[config.mk]
export PLATFORM = sky130hd
export DESIGN_NAME = rs_hs_relay_pipeline
export DESIGN_NICKNAME = d
export VERILOG_FILES = /design/src/rtl/rs_hs_relay_pipeline.sv
export SDC_FILE = /design/constraint.sdc
export NUM_CORES = 1
export LEC_CHECK = 0
export ABC_AREA = 1
export BUFFER_PORTS_ARGS = -buffer_cell sky130_fd_sc_hd__buf_2
export CAP_MARGIN = 0
export CORE_ASPECT_RATIO = 1.25
export CORE_MARGIN = 10
export CORE_UTILIZATION = 60
export DETAILED_ROUTE_END_ITERATION = 12
export PLACE_DENSITY = 0.81
export SLEW_MARGIN = 20
export SYNTH_ARGS = -nofsm -noshare
export SYNTH_HDL_FRONTEND = slang
export SYNTH_SLANG_ARGS = --single-unit
[constraint.sdc]
create_clock -name clk -period 3 [get_ports clk]
set_input_delay 0.45 -clock clk [delete_from_list [all_inputs] [get_ports clk]]
set_output_delay 0.45 -clock clk [all_outputs]
set_load 0.02 [all_outputs]
[src/rtl/rs_hs_relay_pipeline.sv]
// Purpose: register-pipelined stream relay for channels that cross slot/region boundaries.
// Latency: an accepted word is visible at if_empty_n/if_dout LEVEL+1 cycles later when the FIFO is empty.
// Backpressure: almost-full credit returns through LEVEL stages; the tail FIFO holds every in-flight word.
module rs_hs_relay_pipeline #(
  parameter int DATA_WIDTH = 32,
  parameter int LEVEL      = 2,
  parameter int FIFO_DEPTH = 8
) (
  input  logic                  clk,
  input  logic                  rst_n,
  input  logic [DATA_WIDTH-1:0] if_din,
  input  logic                  if_write,
  output logic                  if_full_n,
  output logic [DATA_WIDTH-1:0] if_dout,
  output logic                  if_empty_n,
  input  logic                  if_read
);

  // Round trip of the credit loop: words accepted after the FIFO crosses the
  // threshold but before the deasserted credit reaches the head.
  localparam int GRACE = 2*LEVEL + 1;
  localparam int PTR_W = (FIFO_DEPTH > 1) ? $clog2(FIFO_DEPTH) : 1;
  localparam int CNT_W = $clog2(FIFO_DEPTH + 1);
  localparam logic [CNT_W-1:0] THRESH   = CNT_W'(FIFO_DEPTH - GRACE);
  localparam logic [CNT_W-1:0] CNT_FULL = CNT_W'(FIFO_DEPTH);
  localparam logic [PTR_W-1:0] PTR_LAST = PTR_W'(FIFO_DEPTH - 1);

  if (FIFO_DEPTH < 2*LEVEL + 2) begin : g_depth_check
    $error("rs_hs_relay_pipeline: FIFO_DEPTH must be >= 2*LEVEL+2");
  end

  logic                  accept;
  logic                  pop;
  logic                  almost_full_n;
  logic                  fifo_wr;
  logic [DATA_WIDTH-1:0] fifo_wdat;

  logic [DATA_WIDTH-1:0] mem [FIFO_DEPTH];
  logic [PTR_W-1:0]      wr_ptr;
  logic [PTR_W-1:0]      rd_ptr;
  logic [CNT_W-1:0]      count;

  // if_full_n and if_empty_n come from registers only, so these never loop
  // back combinationally across the region boundary.
  assign accept        = if_write & if_full_n;
  assign pop           = if_read & if_empty_n;
  assign almost_full_n = (count < THRESH);
  assign if_empty_n    = (count != '0);
  assign if_dout       = mem[rd_ptr];

  if (LEVEL == 0) begin : g_direct
    assign fifo_wr   = accept;
    assign fifo_wdat = if_din;
    assign if_full_n = almost_full_n;
  end else begin : g_pipe
    logic [LEVEL-1:0]      fwd_vld;
    logic [DATA_WIDTH-1:0] fwd_dat [LEVEL];
    logic [LEVEL-1:0]      bwd_rdy;

    // Forward data and backward credit shift one stage per cycle, never stalling.
    always_ff @(posedge clk or negedge rst_n) begin
      if (!rst_n) begin
        fwd_vld <= '0;
        bwd_rdy <= '0;
        for (int k = 0; k < LEVEL; k++) begin
          fwd_dat[k] <= '0;
        end
      end else begin
        fwd_vld[0] <= accept;
        fwd_dat[0] <= if_din;
        bwd_rdy[0] <= almost_full_n;
        for (int k = 1; k < LEVEL; k++) begin
          fwd_vld[k] <= fwd_vld[k-1];
          fwd_dat[k] <= fwd_dat[k-1];
          bwd_rdy[k] <= bwd_rdy[k-1];
        end
      end
    end

    assign fifo_wr   = fwd_vld[LEVEL-1];
    assign fifo_wdat = fwd_dat[LEVEL-1];
    assign if_full_n = bwd_rdy[LEVEL-1];
  end

  // Tail FIFO: circular buffer with explicit wrap so any depth works.
  always_ff @(posedge clk or negedge rst_n) begin
    if (!rst_n) begin
      wr_ptr <= '0;
      rd_ptr <= '0;
      count  <= '0;
      for (int i = 0; i < FIFO_DEPTH; i++) begin
        mem[i] <= '0;
      end
    end else begin
      if (fifo_wr) begin
        mem[wr_ptr] <= fifo_wdat;
        wr_ptr      <= (wr_ptr == PTR_LAST) ? '0 : wr_ptr + PTR_W'(1);
      end
      if (pop) begin
        rd_ptr <= (rd_ptr == PTR_LAST) ? '0 : rd_ptr + PTR_W'(1);
      end
      if (fifo_wr && !pop) begin
        count <= count + CNT_W'(1);
      end else if (!fifo_wr && pop) begin
        count <= count - CNT_W'(1);
      end
    end
  end

  // The credit slack makes a write into a full FIFO impossible; flag it if it ever happens.
  a_no_overflow: assert property (@(posedge clk) disable iff (!rst_n)
    !(fifo_wr && (count == CNT_FULL)));

endmodule
==> results.sh <==
export IMPL_syn_area_um2=13790
export IMPL_num_vias=10950
export IMPL_layout_common_cells="599 x nand2_1, 343 x o21ai_0, 332 x dfrtp_1"
export IMPL_place_hpwl_mm=17.54
export IMPL_yosysTopAreaCell="dfrtp_1"
export IMPL_cpLargestDelayFamily="buffers and inverters"
export IMPL_post_cts_resized=0
export IMPL_syn_instance_count=1597
export IMPL_pre_cts_ws_ns=0.8063
export IMPL_layout_drive_gt1_share_pct=9.625
export IMPL_cp_slowest_cell="dfrtp_4"
export IMPL_path_cells="clkinv_2 > buf_12 > nand2_1 > nand2_1 > nand2_1 > o21ai_0 > nand2_1 > nand2_1 > buf_2"
export IMPL_cp_max_fo=59
export IMPL_post_cts_setup_buffers=0
export IMPL_cap_violations=0
export IMPL_layout_commonest_cell="nand2_1"
export IMPL_clockRootBuffer="clkbuf_16"
export IMPL_synth_distinct_cells=23
export IMPL_path_clk_slew_ns=0.06
export IMPL_dpl_cell_count=1878
export IMPL_grt_pass1_wl_mm=54.48
export IMPL_fillers=1734
export IMPL_cts_tree="built"
export IMPL_ios=70
export IMPL_slew_headroom_pct=49.00
export IMPL_end_kind="output pin"
export IMPL_max_freq_mhz=364.8
export IMPL_finalSetupViolations=0
export IMPL_fin_crit_sh_pct=91.38
export IMPL_cp_common_cell="nand2_1"
export IMPL_clk_latency_ns=0.51
export IMPL_antenna_diode_count=0
export IMPL_coreArea_um2=22440
export IMPL_critPathLaunchType="flip-flop"
export IMPL_routed_wl_mm=32.43
export IMPL_peakVddDrop_uv=668.6
export IMPL_via_per_inst=5.658
export IMPL_htreeDepth=2
export IMPL_ys_top_cells_by_area="dfrtp_1 61%, nand2_1 16%, o21ai_0 12%, nor2_1 2.8%, clkbuf_1 1.6%"
export IMPL_layout_setup_ws_ns=0.2586
export IMPL_synth_top_area_share_pct=60.61
export IMPL_wl_per_cell_um=16.76
export IMPL_dieArea_um2=29480
export IMPL_path_class="reg2out"
export IMPL_hold_ws_ns=0.04268
export IMPL_grt_max_degree=132
export IMPL_clk_path_buf_depth=3
export IMPL_grt_overflow_total=0
export IMPL_rsz0062_at_grt="false"
export IMPL_hold_path_class="in2reg"
export IMPL_power_leakage_uw=0.007737
export IMPL_clock_skew_ns=0.009483
export IMPL_cts_inserted_buffers=34
export IMPL_final_setup_tns_ns=0
export IMPL_multi_input_area_um2=4833
export IMPL_grt_util_all_layers_pct=22.26
export IMPL_worst_pin_slew_ns=0.7650
export IMPL_slew_violations=0
export IMPL_fp_dieW_um=155.6
export IMPL_start_util_pct=61.45
export IMPL_rows=61
export IMPL_area_growth_syn_to_layout_pct=12.18
export IMPL_worstPathRequired_ns=2.55
export IMPL_status="completed"
export IMPL_gp_congestion=0.7898
export IMPL_cpPeakStageDelay_ns=0.49
export IMPL_antenna_found_initial=0
export IMPL_synth_seq_area_share_pct=60.61
export IMPL_drc_errors=0
export IMPL_final_min_clock_period_ns=2.741
export IMPL_fp_dieH_um=189.5
export IMPL_nNetsFinal=1676
export IMPL_cp_arrival_ns=2.29
export IMPL_firstDrtPassIters=5
export IMPL_port_buffers=69
export IMPL_syn_num_nets=1641
export IMPL_instances_no_fill=1935
export IMPL_cts_sinks=334
export IMPL_r2r_slack_ns=0.80
export IMPL_initialDrtViolationCount=893
export IMPL_grt_pass1_vias=10870
export IMPL_path_buf_inv=3
export IMPL_regArea_um2=8363
export IMPL_yosys_warnings=0
export IMPL_power_density_nw_per_um2=1080
export IMPL_ys_ff_latch=334
export IMPL_hold_viol_final=0
export IMPL_ctsHoldBuffers=1
export IMPL_ant_nets=0
export IMPL_syn_mean_instance_area_um2=8.635
==> per-stage QoR <==
| step | area, µm² | util (%) | power, µW |
|---|---|---|---|
| 3_5_place_dp | 14380 | 64.10 | 12620 |
| 4_1_cts | 15470 | 68.94 | 16780 |
| 6_report | 15470 | 68.94 | 16700 |
| 5_1_grt | 15470 | 68.94 | 17930 |
| 2_1_floorplan | 13790 | - | 10760 |
| 3_3_place_gp | 14380 | 64.10 | 12380 |
==> cell families (layout without fill, tap and decap cells) <==
kind of cell	after synthesis	after routing	synth area share [%]
buffers and inverters	143	198	4.355
AND/OR/NAND/NOR	719	719	19.93
flip-flops	334	334	60.61
adder cells (fa/ha/maj)	8	8	0.7803
AO/OA/AOI/OAI	391	391	14.19
XOR/XNOR	2	2	0.1271
==> state kept, by name, summed over array words and instances (netlist names) <==
signal and cells:
count 4, mem 256, rd_ptr 3, fifo_wdat 32, g_pipe.fwd_vld 2, g_pipe.bwd_rdy 2
wr_ptr 3, g_pipe.fwd_dat 32
==> synth_stat cells <==
library cell	n
nor3_4	1
buf_2	21
clkbuf_1	57
xnor2_1	2
inv_2	1
buf_6	1
nand3_1	5
ha_1	7
dfrtp_1	334
o21ai_0	343
nand3_2	1
o21ai_1	15
a21oi_1	33
nor2_1	104
nor2_4	1
clkinv_1	1
nand2_1	600
fa_1	1
inv_1	45
buf_1	9
or2_2	2
buf_4	8
nand2_2	5
==> layer usage <==
| layer | global-route usage [%] | share of wire (%) | vias to the layer above |
|---|---|---|---|
| met1 | 28.25 | 41 | 5287 |
| met3 | 3.628 | 7.2 | 75 |
| met5 | 0 | 0 | - |
| met2 | 37.47 | 49 | 404 |
| met4 | 8.327 | 2.9 | 0 |
| li1 | - | - | 5183 |
==> area by class of cell <==
cell class / instances / area share [%]
inverter: 47 / 1.149
multi-input combinational: 1120 / 31.25
tap: 283 / 2.289
timing repair buffer: 95 / 4.303
clock inverter: 7 / 0.4287
sequential: 334 / 54.06
clock buffer: 49 / 6.519
==> report_power, final <==
part           switching (µW)  internal [µW]  leakage [µW]
registers                 805           5970       0.00425
clock network            1690           2410      0.000530
logic                    3890           1930       0.00296
==> path summary, 6_finish.rpt <==
path | from | to | cells past startpoint
worst max-delay path | rd_ptr[0]$_DFFE_PN0P_ | if_dout[24] | 9
worst min-delay path | if_din[21] | g_pipe.fwd_dat[53]$_DFF_PN0_ | 1
worst max register to register | count[0]$_DFFE_PN0P_ | count[3]$_DFFE_PN0P_ | 11
worst min register to register | g_pipe.fwd_dat[60]$_DFF_PN0_ | fifo_wdat[28]$_DFF_PN0_ | 0
max in group asynchronous | rst_n | g_pipe.fwd_dat[60]$_DFF_PN0_ | 3
min in group asynchronous | rst_n | fifo_wdat[8]$_DFF_PN0_ | 2
Power figures use the tool's default switching activity.
